### src/rtl/servo_pwm_decoder.sv
// Servo PWM receiver: measures high time and rise-to-rise period of PWM_IN in CLK
// cycles, flags short, long and missing pulses, and reports a lock status.
module servo_pwm_decoder #(
  parameter int CNT_W      = 32,
  parameter int MIN_WIDTH  = 50000,
  parameter int MAX_WIDTH  = 250000,
  parameter int TIMEOUT    = 2500000,
  parameter int LOCK_COUNT = 3
) (
  input  logic             CLK,
  input  logic             RST,
  input  logic             PWM_IN,
  output logic [CNT_W-1:0] pulse_width,
  output logic [CNT_W-1:0] period,
  output logic             width_valid,
  output logic             period_valid,
  output logic             err_short,
  output logic             err_long,
  output logic             err_timeout,
  output logic             locked
);

  localparam int LOCK_W = $clog2(LOCK_COUNT + 1);

  localparam logic [CNT_W-1:0]  ONE       = CNT_W'(1);
  localparam logic [CNT_W-1:0]  MIN_C     = CNT_W'(MIN_WIDTH);
  localparam logic [CNT_W-1:0]  MAX_C     = CNT_W'(MAX_WIDTH);
  localparam logic [CNT_W-1:0]  TIMEOUT_C = CNT_W'(TIMEOUT);
  localparam logic [LOCK_W-1:0] LOCK_MAX  = LOCK_W'(LOCK_COUNT);
  localparam logic [LOCK_W-1:0] LOCK_ONE  = LOCK_W'(1);

  typedef enum logic [1:0] {
    ST_IDLE,
    ST_HIGH,
    ST_LOW,
    ST_DEAD
  } state_t;

  // Counters stick at all-ones so an endless pulse still reads as too long.
  function automatic logic [CNT_W-1:0] sat_inc(input logic [CNT_W-1:0] v);
    return (&v) ? v : v + ONE;
  endfunction

  function automatic logic [LOCK_W-1:0] lock_inc(input logic [LOCK_W-1:0] v);
    return (v >= LOCK_MAX) ? LOCK_MAX : v + LOCK_ONE;
  endfunction

  logic             sync1_q, sync2_q;
  logic             pwm_s_q, pwm_d_q;
  logic [1:0]       fill_q;
  logic             armed_q, armed_d;
  state_t           state_q, state_d;
  logic [CNT_W-1:0] hi_cnt_q, hi_cnt_d;
  logic [CNT_W-1:0] per_cnt_q, per_cnt_d;
  logic [CNT_W-1:0] quiet_cnt_q, quiet_cnt_d;
  logic [LOCK_W-1:0] lock_cnt_q, lock_cnt_d;
  logic             locked_q, locked_d;
  logic [CNT_W-1:0] pulse_width_q, pulse_width_d;
  logic [CNT_W-1:0] period_q, period_d;
  logic             width_valid_q, width_valid_d;
  logic             period_valid_q, period_valid_d;
  logic             err_short_q, err_short_d;
  logic             err_long_q, err_long_d;
  logic             err_timeout_q, err_timeout_d;

  logic rise, fall, pipe_full, quiet_expired;

  // Stage: synchronizer and edge-detect pipeline
  always_ff @(posedge CLK or posedge RST) begin
    if (RST) begin
      sync1_q <= 1'b0;
      sync2_q <= 1'b0;
      pwm_s_q <= 1'b0;
      pwm_d_q <= 1'b0;
      fill_q  <= 2'd0;
    end else begin
      sync1_q <= PWM_IN;
      sync2_q <= sync1_q;
      pwm_s_q <= sync2_q;
      pwm_d_q <= pwm_s_q;
      if (fill_q != 2'd3) fill_q <= fill_q + 2'd1;
    end
  end

  assign rise          = pwm_s_q & ~pwm_d_q;
  assign fall          = ~pwm_s_q & pwm_d_q;
  assign pipe_full     = (fill_q == 2'd3);
  assign quiet_expired = (quiet_cnt_q >= TIMEOUT_C);

  // Stage: measurement FSM, next state and registered outputs
  always_comb begin
    state_d        = state_q;
    armed_d        = armed_q;
    hi_cnt_d       = sat_inc(hi_cnt_q);
    per_cnt_d      = sat_inc(per_cnt_q);
    quiet_cnt_d    = sat_inc(quiet_cnt_q);
    lock_cnt_d     = lock_cnt_q;
    locked_d       = locked_q;
    pulse_width_d  = pulse_width_q;
    period_d       = period_q;
    width_valid_d  = 1'b0;
    period_valid_d = 1'b0;
    err_short_d    = 1'b0;
    err_long_d     = 1'b0;
    err_timeout_d  = err_timeout_q;

    case (state_q)
      ST_IDLE: begin
        // Only trust a rise once the line has been seen low after reset.
        if (armed_q && rise) begin
          state_d     = ST_HIGH;
          hi_cnt_d    = ONE;
          per_cnt_d   = ONE;
          quiet_cnt_d = ONE;
        end else begin
          armed_d = armed_q | (pipe_full & ~pwm_s_q);
        end
      end

      ST_HIGH: begin
        if (fall) begin
          state_d     = ST_LOW;
          quiet_cnt_d = ONE;
          if (hi_cnt_q < MIN_C) begin
            err_short_d = 1'b1;
            lock_cnt_d  = '0;
            locked_d    = 1'b0;
          end else if (hi_cnt_q > MAX_C) begin
            err_long_d = 1'b1;
            lock_cnt_d = '0;
            locked_d   = 1'b0;
          end else begin
            pulse_width_d = hi_cnt_q;
            width_valid_d = 1'b1;
            lock_cnt_d    = lock_inc(lock_cnt_q);
            locked_d      = (lock_inc(lock_cnt_q) == LOCK_MAX);
          end
        end else if (quiet_expired) begin
          state_d       = ST_DEAD;
          err_timeout_d = 1'b1;
          lock_cnt_d    = '0;
          locked_d      = 1'b0;
        end
      end

      ST_LOW: begin
        if (rise) begin
          period_d       = per_cnt_q;
          period_valid_d = 1'b1;
          state_d        = ST_HIGH;
          hi_cnt_d       = ONE;
          per_cnt_d      = ONE;
          quiet_cnt_d    = ONE;
        end else if (quiet_expired) begin
          state_d       = ST_DEAD;
          err_timeout_d = 1'b1;
          lock_cnt_d    = '0;
          locked_d      = 1'b0;
        end
      end

      ST_DEAD: begin
        // No valid previous rise exists, so this rise starts a fresh period.
        if (rise) begin
          err_timeout_d = 1'b0;
          state_d       = ST_HIGH;
          hi_cnt_d      = ONE;
          per_cnt_d     = ONE;
          quiet_cnt_d   = ONE;
        end
      end

      default: begin
        state_d = ST_IDLE;
      end
    endcase
  end

  always_ff @(posedge CLK or posedge RST) begin
    if (RST) begin
      state_q        <= ST_IDLE;
      armed_q        <= 1'b0;
      hi_cnt_q       <= '0;
      per_cnt_q      <= '0;
      quiet_cnt_q    <= '0;
      lock_cnt_q     <= '0;
      locked_q       <= 1'b0;
      pulse_width_q  <= '0;
      period_q       <= '0;
      width_valid_q  <= 1'b0;
      period_valid_q <= 1'b0;
      err_short_q    <= 1'b0;
      err_long_q     <= 1'b0;
      err_timeout_q  <= 1'b0;
    end else begin
      state_q        <= state_d;
      armed_q        <= armed_d;
      hi_cnt_q       <= hi_cnt_d;
      per_cnt_q      <= per_cnt_d;
      quiet_cnt_q    <= quiet_cnt_d;
      lock_cnt_q     <= lock_cnt_d;
      locked_q       <= locked_d;
      pulse_width_q  <= pulse_width_d;
      period_q       <= period_d;
      width_valid_q  <= width_valid_d;
      period_valid_q <= period_valid_d;
      err_short_q    <= err_short_d;
      err_long_q     <= err_long_d;
      err_timeout_q  <= err_timeout_d;
    end
  end

  assign pulse_width  = pulse_width_q;
  assign period       = period_q;
  assign width_valid  = width_valid_q;
  assign period_valid = period_valid_q;
  assign err_short    = err_short_q;
  assign err_long     = err_long_q;
  assign err_timeout  = err_timeout_q;
  assign locked       = locked_q;

endmodule

### config.mk
export PLATFORM = sky130hd
export DESIGN_NAME = servo_pwm_decoder
export DESIGN_NICKNAME = d
export VERILOG_FILES = /design/src/rtl/servo_pwm_decoder.sv
export SDC_FILE = /design/constraint.sdc
export NUM_CORES = 1
export LEC_CHECK = 0
export CAP_MARGIN = 20
export CORE_MARGIN = 4
export CORE_UTILIZATION = 55
export CTS_CLUSTER_DIAMETER = 200
export DETAILED_ROUTE_END_ITERATION = 8
export MAX_ROUTING_LAYER = met4
export PLACE_DENSITY = 0.78
export SYNTH_ARGS = -nofsm -noshare
export SYNTH_HDL_FRONTEND = slang
export SYNTH_SLANG_ARGS = --single-unit
### constraint.sdc
create_clock -name CLK -period 10.9 [get_ports CLK]
set_input_delay 2.18 -clock CLK [delete_from_list [all_inputs] [get_ports CLK]]
set_output_delay 2.18 -clock CLK [all_outputs]
set_load 0.01 [all_outputs]
==> results of run 1 <==
per-layer routing:
layer / part of all wire / global-route usage / routed length [um]
met5: 0 / - / 0
met1: 0.43 / 0.298 / 7670
met4: 0.016 / 0.0732 / 278
met3: 0.044 / 0.0463 / 795
met2: 0.51 / 0.368 / 9190
registers in the layout, indices dropped and copies added (netlist names):
| name | cells |
|---|---|
| pwm_d_q | 1 |
| pulse_width | 32 |
| per_cnt_q | 32 |
| width_valid | 1 |
| armed_q | 1 |
| sync1_q | 1 |
| locked | 1 |
| pwm_s_q | 1 |
| period_valid | 1 |
| quiet_cnt_q | 32 |
| err_timeout | 1 |
| lock_cnt_q | 2 |
| state_q | 2 |
| period | 32 |
| fill_q | 2 |
| err_long | 1 |
| err_short | 1 |
| sync2_q | 1 |
| hi_cnt_q | 32 |
critical path, stage by stage:
cell and delay (ps):
clkdlybuf4s50_1 470, inv_6 150, buf_16 390, buf_4 740
cell families (layout without fill, tap and decap cells):
logic type	Yosys count	after routing	share of synthesized area
AO/OA/AOI/OAI	81	81	0.0684
XOR/XNOR	75	75	0.0790
adder cells (fa/ha/maj)	10	10	0.0151
buffers and inverters	43	129	0.0208
flip-flops	177	177	0.533
multiplexers	56	56	0.0753
AND/OR/NAND/NOR	333	333	0.209
Yosys cell counts (3+ instances only):
cell type,number
dfrtp_1,177
nor2_1,97
nand3_1,45
xor2_1,44
nand2_1,40
mux2_2,37
xnor2_1,31
and3_1,26
nand4_1,26
a21oi_1,22
nor3_1,20
clkbuf_1,19
nor2b_1,19
inv_1,17
mux2_1,15
o21ai_0,15
or3_1,13
nor4_1,12
and2_1,10
and4_1,10
ha_1,10
a211oi_1,6
a31oi_1,6
buf_2,6
o2111ai_1,6
mux2i_1,4
o211ai_1,4
a22o_1,3
stage by stage:
step                      std cells  setup WS [ps]  utilization
after floorplan                 775           3920            -
after global placement         1009           6670        0.629
after detailed placement       1010           6570        0.630
after CTS                      1042           7030        0.671
after global routing           1045           7070        0.674
final                          1045           7330        0.674
layout make-up:
class / count / share of cell area
clock inverter: 15 / 0.0181
tap: 184 / 0.0233
inverter: 17 / 0.00697
multi-input combinational: 555 / 0.378
timing repair buffer: 80 / 0.0824
clock buffer: 17 / 0.0431
sequential: 177 / 0.449
worst min-delay path by stage:
| stage | to | cells after the start | startpoint | slack, ps |
|---|---|---|---|---|
| after floorplan | pwm_s_q | 0 | sync2_q | 330 |
| after global placement | sync2_q | 0 | sync1_q | 340 |
| after detailed placement | pwm_s_q | 0 | sync2_q | 340 |
| after CTS | pwm_s_q | 0 | sync2_q | 360 |
| after global routing | pwm_s_q | 0 | sync2_q | 380 |
| final | pwm_s_q | 0 | sync2_q | 360 |
power groups by stage:
stage | Sequential (mW) | Combinational, mW | Clock [mW]
finish | 0.726 | 0.319 | 0.624
detailed placement | 0.738 | 0.304 | 0
floorplan | 0.729 | 0.214 | 0
CTS | 0.725 | 0.306 | 0.638
global placement | 0.734 | 0.279 | 0
global route | 0.729 | 0.354 | 0.666
==> run_results.csv, run 1 <==
group,metric,value,unit
setup_path,worstSetupEndpoint,"hi_cnt_q[23]",
sta,layout_min_cycle_time,3570,ps
finish,final_common_cell,"dfrtp_1",
setup_path,r2r_slack,8230,ps
yosys,ys_seq_area_frac,0.533,
yosys,synth_area,0.00831,sq mm
setup_path,cp.required,11350,ps
yosys,synth_edf_count,0,
route,first_pass_iters,4,
floorplanning,core-area,0.0146,sq mm
yosys,synthCells,775,
yosys,synth_area_leaders,"dfrtp_1 (53%), mux2_2 (5.0%), xor2_1 (4.6%)",
power,vdd_drop_max,0.127,mV
finish,fin_area,0.00987,sq mm
hold_path,min_path_type,"reg2reg",
setup_path,r2r_cells,7,
floorplanning,row_count,44,
sta,rsz0062_at_grt,"false",
clock_tree,cts_hold_buf,0,
sta,timing.final.crit_share,0.328,
power,p_clk_frac,0.374,
yosys,yosys_most_used_dff,"dfrtp_1",
sta,fin_setup_tns,0,ps
finish,multiInputGateArea,0.00373,sq mm
yosys,postSynthNetCount,788,
route,via_count,6250,
route,wire_per_inst,17.2,um
run,drv_cap,0,
setup_path,endpoint_kind,"async pin",
clock_tree,clk_latency,430,ps
sta,slew_headroom,0.463,
finish,fin_nets,861,
setup_path,worstSetupPathType,"in2async",
grt,grt_pass1_vias,6305,
power,p_leak,4.47,nW
placement,dp.final_hpwl,12400,um
yosys,synth-warning-count,0,
power,intPower,1.16,mW
finish,seq_area,0.00443,sq mm
finish,syn_to_final_growth,18.8,%
sta,skew,10.0,ps
yosys,synth.ff_latch_count,177,
power,p_comb_frac,0.191,
floorplanning,io_pins,73,
setup_path,reg2reg_from,"pwm_d_q",
sta,slew_violations,0,
grt,grt_pass1_wl,30600,um
setup_path,startpoint_type,"input port",
yosys,synth_cell_type_count,58,
route,vias_per_cell,5.98,
floorplanning,die_w,131,um
grt,antenna_found_initial,0,
finish,layout-drive-gt1-share,0.106,
placement,postPlaceCellArea,0.00922,sq mm
floorplanning,die_area,0.0171,sq mm
clock_tree,htreeDepth,4,
finish,final_cell_mix,"dfrtp_1 (177), nor2_1 (97), clkdlybuf4s50_1 (72)",
status,outcome,"finished, final reports clean",
grt,grt_overflow,0,
placement,io_buffers,72,
yosys,avgSynthCellArea,10.7,sq um
power,finalPower,1.67,mW
clock_tree,cts.sink_count,177,
sta,hold_viol,0,
setup_path,crit_path_start,"RST",
setup_path,arrival,4030,ps
clock_tree,cts_buffers,17,
grt,grt_max_degree,115,
floorplanning,die_y,131,um
grt,grt_usage,0.230,
route,drt_wl_total,17900,um
route,drtIter0Drc,478,
yosys,synth_top_cell_area_share,0.533,
route,drc_errors,0,
clock_tree,clock_tree.buffer_depth,2,
placement,place_congestion,0.909,
route,ant_nets,0,
power,p_per_area,169,mW/mm^2
clock_tree,cts_setup_buffers,0,
yosys,synth_top_cell_by_area,"dfrtp_1",
setup_path,regToRegEndpoint,"per_cnt_q[13]",
sta,max_freq,280,MHz
yosys,async_flop_share,1.00,
power,p_seq_frac,0.435,
finish,antenna_cells,0,
clock_tree,clk_pin_slew,70,ps
power,p_sw,0.507,mW
finish,fillCellCount,1134,
clock_tree,cts_tree,"yes",
sta,hold_slack,361,ps
clock_tree,cts_resized,0,
sta,setup_viol,0,
power,switching_share,0.304,
sta,max_slew.worst_pin.slew,806,ps
clock_tree,clock-root-buffer,"clkbuf_16",
floorplanning,start_util,0.567,
setup_path,cp_max_fo,104,
No activity file was read; power rests on OpenSTA's default activity.
==> run 2, diff against run 1 <==
--- a/config.mk
+++ b/config.mk
@@ -7,11 +7,11 @@
 export LEC_CHECK = 0
 export CAP_MARGIN = 20
 export CORE_MARGIN = 4
-export CORE_UTILIZATION = 55
+export CORE_UTILIZATION = 52
 export CTS_CLUSTER_DIAMETER = 200
 export DETAILED_ROUTE_END_ITERATION = 8
 export MAX_ROUTING_LAYER = met4
-export PLACE_DENSITY = 0.78
+export PLACE_DENSITY = 0.77
 export SYNTH_ARGS = -nofsm -noshare
 export SYNTH_HDL_FRONTEND = slang
 export SYNTH_SLANG_ARGS = --single-unit
==> constraint.sdc (replaced) <==
create_clock -name CLK -period 2.9 [get_ports CLK]
set_input_delay 0.58 -clock CLK [delete_from_list [all_inputs] [get_ports CLK]]
set_output_delay 0.58 -clock CLK [all_outputs]
set_load 0.01 [all_outputs]
==> run 2 against run 1 <==
  * Global-route usage down 1.4 points
  * First-iteration DRC count up 12%
  * Sequential power rose to 3.7 times the previous value
  * Largest cell class unchanged
  * Highest routed layer unchanged
  * Clock skew down 0.95 ps
  * Wire length up 0.73%
==> run_results.csv, run 2 (synthesis gave the netlist of run 1 again) <==
group,metric,value,unit
finish,fin_nets,869,
finish,seq_area,0.00443,sq mm
hold_path,min_from,"sync1_q",
clock_tree,htreeDepth,4,
sta,slew_headroom,0.547,
floorplanning,row_count,45,
clock_tree,cts_tree,"yes",
sta,fin_setup_tns,0,ps
finish,layout-drive-gt1-share,0.114,
clock_tree,cts_hold_buf,0,
placement,postPlaceCellArea,0.00940,sq mm
finish,fin_area,0.0100,sq mm
grt,antenna_found_initial,0,
grt,grt_pass1_wl,31100,um
setup_path,worstSetupPathType,"reg2reg",
route,drtIter0Drc,533,
clock_tree,clock-root-buffer,"clkbuf_16",
sta,rsz0062_at_grt,"false",
setup_path,arrival,2790,ps
finish,finish.utilization,0.649,
setup_path,crit_path_start,"hi_cnt_q[0]",
floorplanning,die_y,134,um
finish,syn_to_final_growth,20.4,%
clock_tree,clk_latency,430,ps
placement,placed_cells,1048,
power,p_per_area,615,mW/mm^2
clock_tree,cts.sink_count,177,
sta,layout_min_cycle_time,2480,ps
finish,fillCellCount,1204,
placement,dp.final_hpwl,12500,um
sta,hold_viol,0,
floorplanning,start_util,0.539,
hold_path,worstHoldPathCells,0,
floorplanning,die_w,134,um
setup_path,r2r_cells,8,
grt,grt_max_degree,43,
floorplanning,io_pins,73,
setup_path,reg2reg_from,"hi_cnt_q[0]",
route,drc_errors,0,
power,p_leak,4.50,nW
status,outcome,"finished, final reports clean",
floorplanning,core-area,0.0154,sq mm
run,drv_cap,0,
hold_path,min_path_type,"reg2reg",
sta,slew_violations,0,
setup_path,startpoint_type,"flip-flop",
route,vias_per_cell,5.85,
clock_tree,clk_pin_slew,70,ps
sta,hold_slack,358,ps
finish,antenna_cells,0,
grt,grt_usage,0.216,
route,wire_per_inst,16.7,um
sta,skew,9.09,ps
sta,timing.final.crit_share,0.855,
finish,final_cell_mix,"dfrtp_1 (177), nor2_1 (97), clkdlybuf4s50_1 (72)",
sta,max_freq,403,MHz
clock_tree,cts_resized,0,
placement,io_buffers,72,
finish,final_common_cell,"dfrtp_1",
setup_path,cp.required,3210,ps
route,via_count,6314,
setup_path,cp_max_fo,22,
route,ant_nets,0,
floorplanning,die_area,0.0181,sq mm
power,vdd_drop_max,0.448,mV
placement,place_congestion,0.909,
grt,grt_pass1_vias,6299,
clock_tree,clock_tree.buffer_depth,2,
sta,max_slew.worst_pin.slew,678,ps
setup_path,endpoint_kind,"flip-flop",
finish,multiInputGateArea,0.00373,sq mm
clock_tree,cts_setup_buffers,0,
grt,grt_overflow,0,
route,drt_wl_total,18100,um
finish,fin_cells,1080,
clock_tree,cts_buffers,17,
sta,setup_viol,0,
route,first_pass_iters,5,
==> run 2: cell count changes in the layout (fill, tap and decap cells not counted), moves of 3 or more <==
cell        change
buf_12          +6
inv_6           -3
buf_4           +6
clkinv_2        -5
clkinvlp_4      +4
==> run 2: worst max-delay path, cell delays in order, from the launching register on <==
cell and delay (ps):
dfrtp_1 440, inv_1 120, ha_1 160, nor3b_1 190, o211ai_1 120, a221o_1 390, nor3_4 230, buf_4 330
mux2_2 370
==> run 2: worst paths after layout <==
path / endpoint / slack (ps)
worst min-delay path: sync2_q / 360
worst max register to register: pulse_width[7] / 420
worst max-delay path: pulse_width[7] / 420
worst min register to register: sync2_q / 360
max in group asynchronous: period[22] / 1690
min in group asynchronous: quiet_cnt_q[27] / 600
==> run 2: report_power, final <==
group / switching [mW] / internal, mW
Combinational: 0.768 / 0.388
Clock: 1.01 / 1.26
Sequential: 0.135 / 2.59
Total: 1.92 / 4.23
==> run 2: routing by layer <==
layer	wire, um	global-route usage	share of wire
met1	7990	0.286	0.44
met5	0	-	0
met4	306	0.0600	0.017
met3	878	0.0439	0.049
met2	8890	0.344	0.49
==> run 2: final cells by class <==
type / count / area share
clock buffer: 19 / 0.0453
timing repair buffer: 88 / 0.0915
inverter: 17 / 0.00675
sequential: 177 / 0.443
clock inverter: 13 / 0.0149
tap: 211 / 0.0264
multi-input combinational: 555 / 0.373
==> run 2: metrics by stage <==
stage	power (mW)	setup slack, ps
after floorplan	3.55	53.4
after global placement	3.87	539
after detailed placement	3.93	428
after CTS	6.21	424
after global routing	6.46	194
final	6.15	421
==> run 3, diff against run 2 <==
--- a/config.mk
+++ b/config.mk
@@ -7,11 +7,11 @@
 export LEC_CHECK = 0
 export CAP_MARGIN = 20
 export CORE_MARGIN = 4
-export CORE_UTILIZATION = 52
+export CORE_UTILIZATION = 55
 export CTS_CLUSTER_DIAMETER = 200
 export DETAILED_ROUTE_END_ITERATION = 8
-export MAX_ROUTING_LAYER = met4
-export PLACE_DENSITY = 0.77
+export PLACE_DENSITY = 0.78
+export SETUP_SLACK_MARGIN = 0.3
 export SYNTH_ARGS = -nofsm -noshare
 export SYNTH_HDL_FRONTEND = slang
 export SYNTH_SLANG_ARGS = --single-unit
==> constraint.sdc (replaced) <==
create_clock -name CLK -period 3.1 [get_ports CLK]
set_input_delay 0.62 -clock CLK [delete_from_list [all_inputs] [get_ports CLK]]
set_output_delay 0.62 -clock CLK [all_outputs]
set_load 0.01 [all_outputs]
==> run 3 against run 2 <==
  * Via count shrank 0.93%
  * Sequential share of layout area rose by 0.75 points
  * Register-to-register slack improved by 180 ps
  * Global-route usage is 0.85 points higher
  * Die area shrank 5.1%
  * Clock skew decreased by 2.7 ps
  * Sequential power down 6%
  * Fmax down 0.71%
  * Setup slack better by 180 ps
  * Wire length is 0.11% higher
  * Largest cell class unchanged
  * Clock-buffer cell count rose by 3
==> run_results.csv, run 3 (synthesis gave the netlist of run 1 again) <==
group,metric,value,unit
clock_tree,cts_tree,"yes",
power,switching_share,0.300,
route,drt_wl_total,18100,um
clock_tree,htreeDepth,4,
power,p_leak,4.45,nW
setup_path,cp.required,3400,ps
clock_tree,clock_tree.buffer_depth,2,
route,via_count,6255,
floorplanning,die_area,0.0171,sq mm
sta,slew_violations,0,
sta,timing.final.crit_share,0.805,
placement,dp.final_hpwl,12600,um
clock_tree,clock-root-buffer,"clkbuf_16",
grt,antenna_found_initial,0,
hold_path,min_path_type,"reg2reg",
sta,max_slew.worst_pin.slew,876,ps
setup_path,path_cells,"nor4_1, nand4_1, a221o_1, nor3_4, buf_4, mux2_2",
setup_path,slowest_stage,"dfrtp_1",
finish,syn_to_final_growth,18.4,%
power,intPower,3.96,mW
sta,max_freq,401,MHz
setup_path,cp_num_cells,6,
finish,final_cell_mix,"dfrtp_1 (177), nor2_1 (97), clkdlybuf4s50_1 (72)",
power,p_clk_frac,0.361,
setup_path,arrival,2800,ps
setup_path,startpoint_type,"flip-flop",
finish,final_common_cell,"dfrtp_1",
floorplanning,core-area,0.0146,sq mm
finish,antenna_cells,0,
setup_path,crit_path_max_incr_delay,430,ps
run,drv_cap,0,
floorplanning,row_count,44,
clock_tree,cts_resized,0,
sta,skew,6.39,ps
power,p_per_area,575,mW/mm^2
floorplanning,die_w,131,um
route,vias_per_cell,5.98,
grt,grt_usage,0.225,
power,p_comb_frac,0.189,
setup_path,worstSetupPathType,"reg2reg",
clock_tree,clk_pin_slew,60,ps
clock_tree,cts.sink_count,177,
finish,fin_nets,863,
route,first_pass_iters,7,
setup_path,r2r_cells,6,
power,p_sw,1.70,mW
clock_tree,cts_hold_buf,0,
finish,layout-drive-gt1-share,0.106,
sta,setup_viol,0,
sta,fin_setup_tns,0,ps
placement,io_buffers,72,
power,finalPower,5.66,mW
grt,grt_overflow,0,
setup_path,endpoint_kind,"flip-flop",
floorplanning,die_y,131,um
sta,rsz0062_at_grt,"false",
clock_tree,cts_setup_buffers,0,
clock_tree,clk_latency,420,ps
route,drc_errors,0,
floorplanning,start_util,0.567,
route,wire_per_inst,17.3,um
setup_path,crit_family,"simple AND/OR/NAND/NOR gates",
grt,grt_pass1_wl,30600,um
hold_path,worstHoldPathCells,0,
floorplanning,io_pins,73,
placement,place_congestion,0.910,
route,ant_nets,0,
grt,grt_max_degree,76,
sta,hold_viol,0,
status,outcome,"finished, final reports clean",
setup_path,cp_max_fo,31,
power,p_seq_frac,0.450,
sta,slew_headroom,0.412,
clock_tree,cts_buffers,17,
grt,grt_pass1_vias,6254,
power,vdd_drop_max,0.481,mV
setup_path,cp_num_buf_inv,1,
sta,layout_min_cycle_time,2500,ps
route,drtIter0Drc,511,
## run 3: final timing paths
kind                               from               to  slack, ps
setup / recovery           hi_cnt_q[25]   pulse_width[9]        600
hold / removal                  sync2_q          pwm_s_q        360
setup reg to reg           hi_cnt_q[25]   pulse_width[9]        600
hold reg to reg                 sync2_q          pwm_s_q        360
max in group asynchronous           RST  pulse_width[10]       1890
min in group asynchronous           RST     per_cnt_q[7]        530
## run 3: routing by layer
layer / global-route usage / wire, um / vias up
met1: 0.304 / 7840 / 3130
met4: 0.0786 / 320 / 0
li1: - / - / 2895
met5: 0 / 0 / -
met2: 0.361 / 9060 / 199
met3: 0.0512 / 852 / 31
## run 3: cell type report
| class | count | area, sq um |
|---|---|---|
| repair buffers | 82 | 821 |
| fillers | 1102 | 4800 |
| flip-flops and latches | 177 | 4430 |
| inverters | 17 | 67.6 |
| clock buffers | 22 | 484 |
| multi-input cells | 555 | 3730 |
| clock inverters | 9 | 80.1 |
| well taps | 184 | 230 |
## run 3: metrics by stage
step / hold slack (ps) / cell area (sq um) / utilization / std cells / setup WS [ps]
after floorplan: 331 / 8310 / - / 775 / 213
after CTS: 361 / 9840 / 0.672 / 1046 / 612
after global placement: 350 / 9280 / 0.633 / 1015 / 685
final: 357 / 9840 / 0.672 / 1046 / 604
after global routing: 365 / 9840 / 0.672 / 1046 / 389
after detailed placement: 343 / 9280 / 0.633 / 1015 / 636
## run 3: power by group through the flow
stage,registers [mW],clock network (mW),logic [mW]
5_1_grt,2.56,2.20,1.19
3_5_place_dp,2.59,0,1.07
2_1_floorplan,2.56,0,0.754
6_report,2.55,2.04,1.07
3_3_place_gp,2.58,0,1.03
4_1_cts,2.55,2.08,1.07
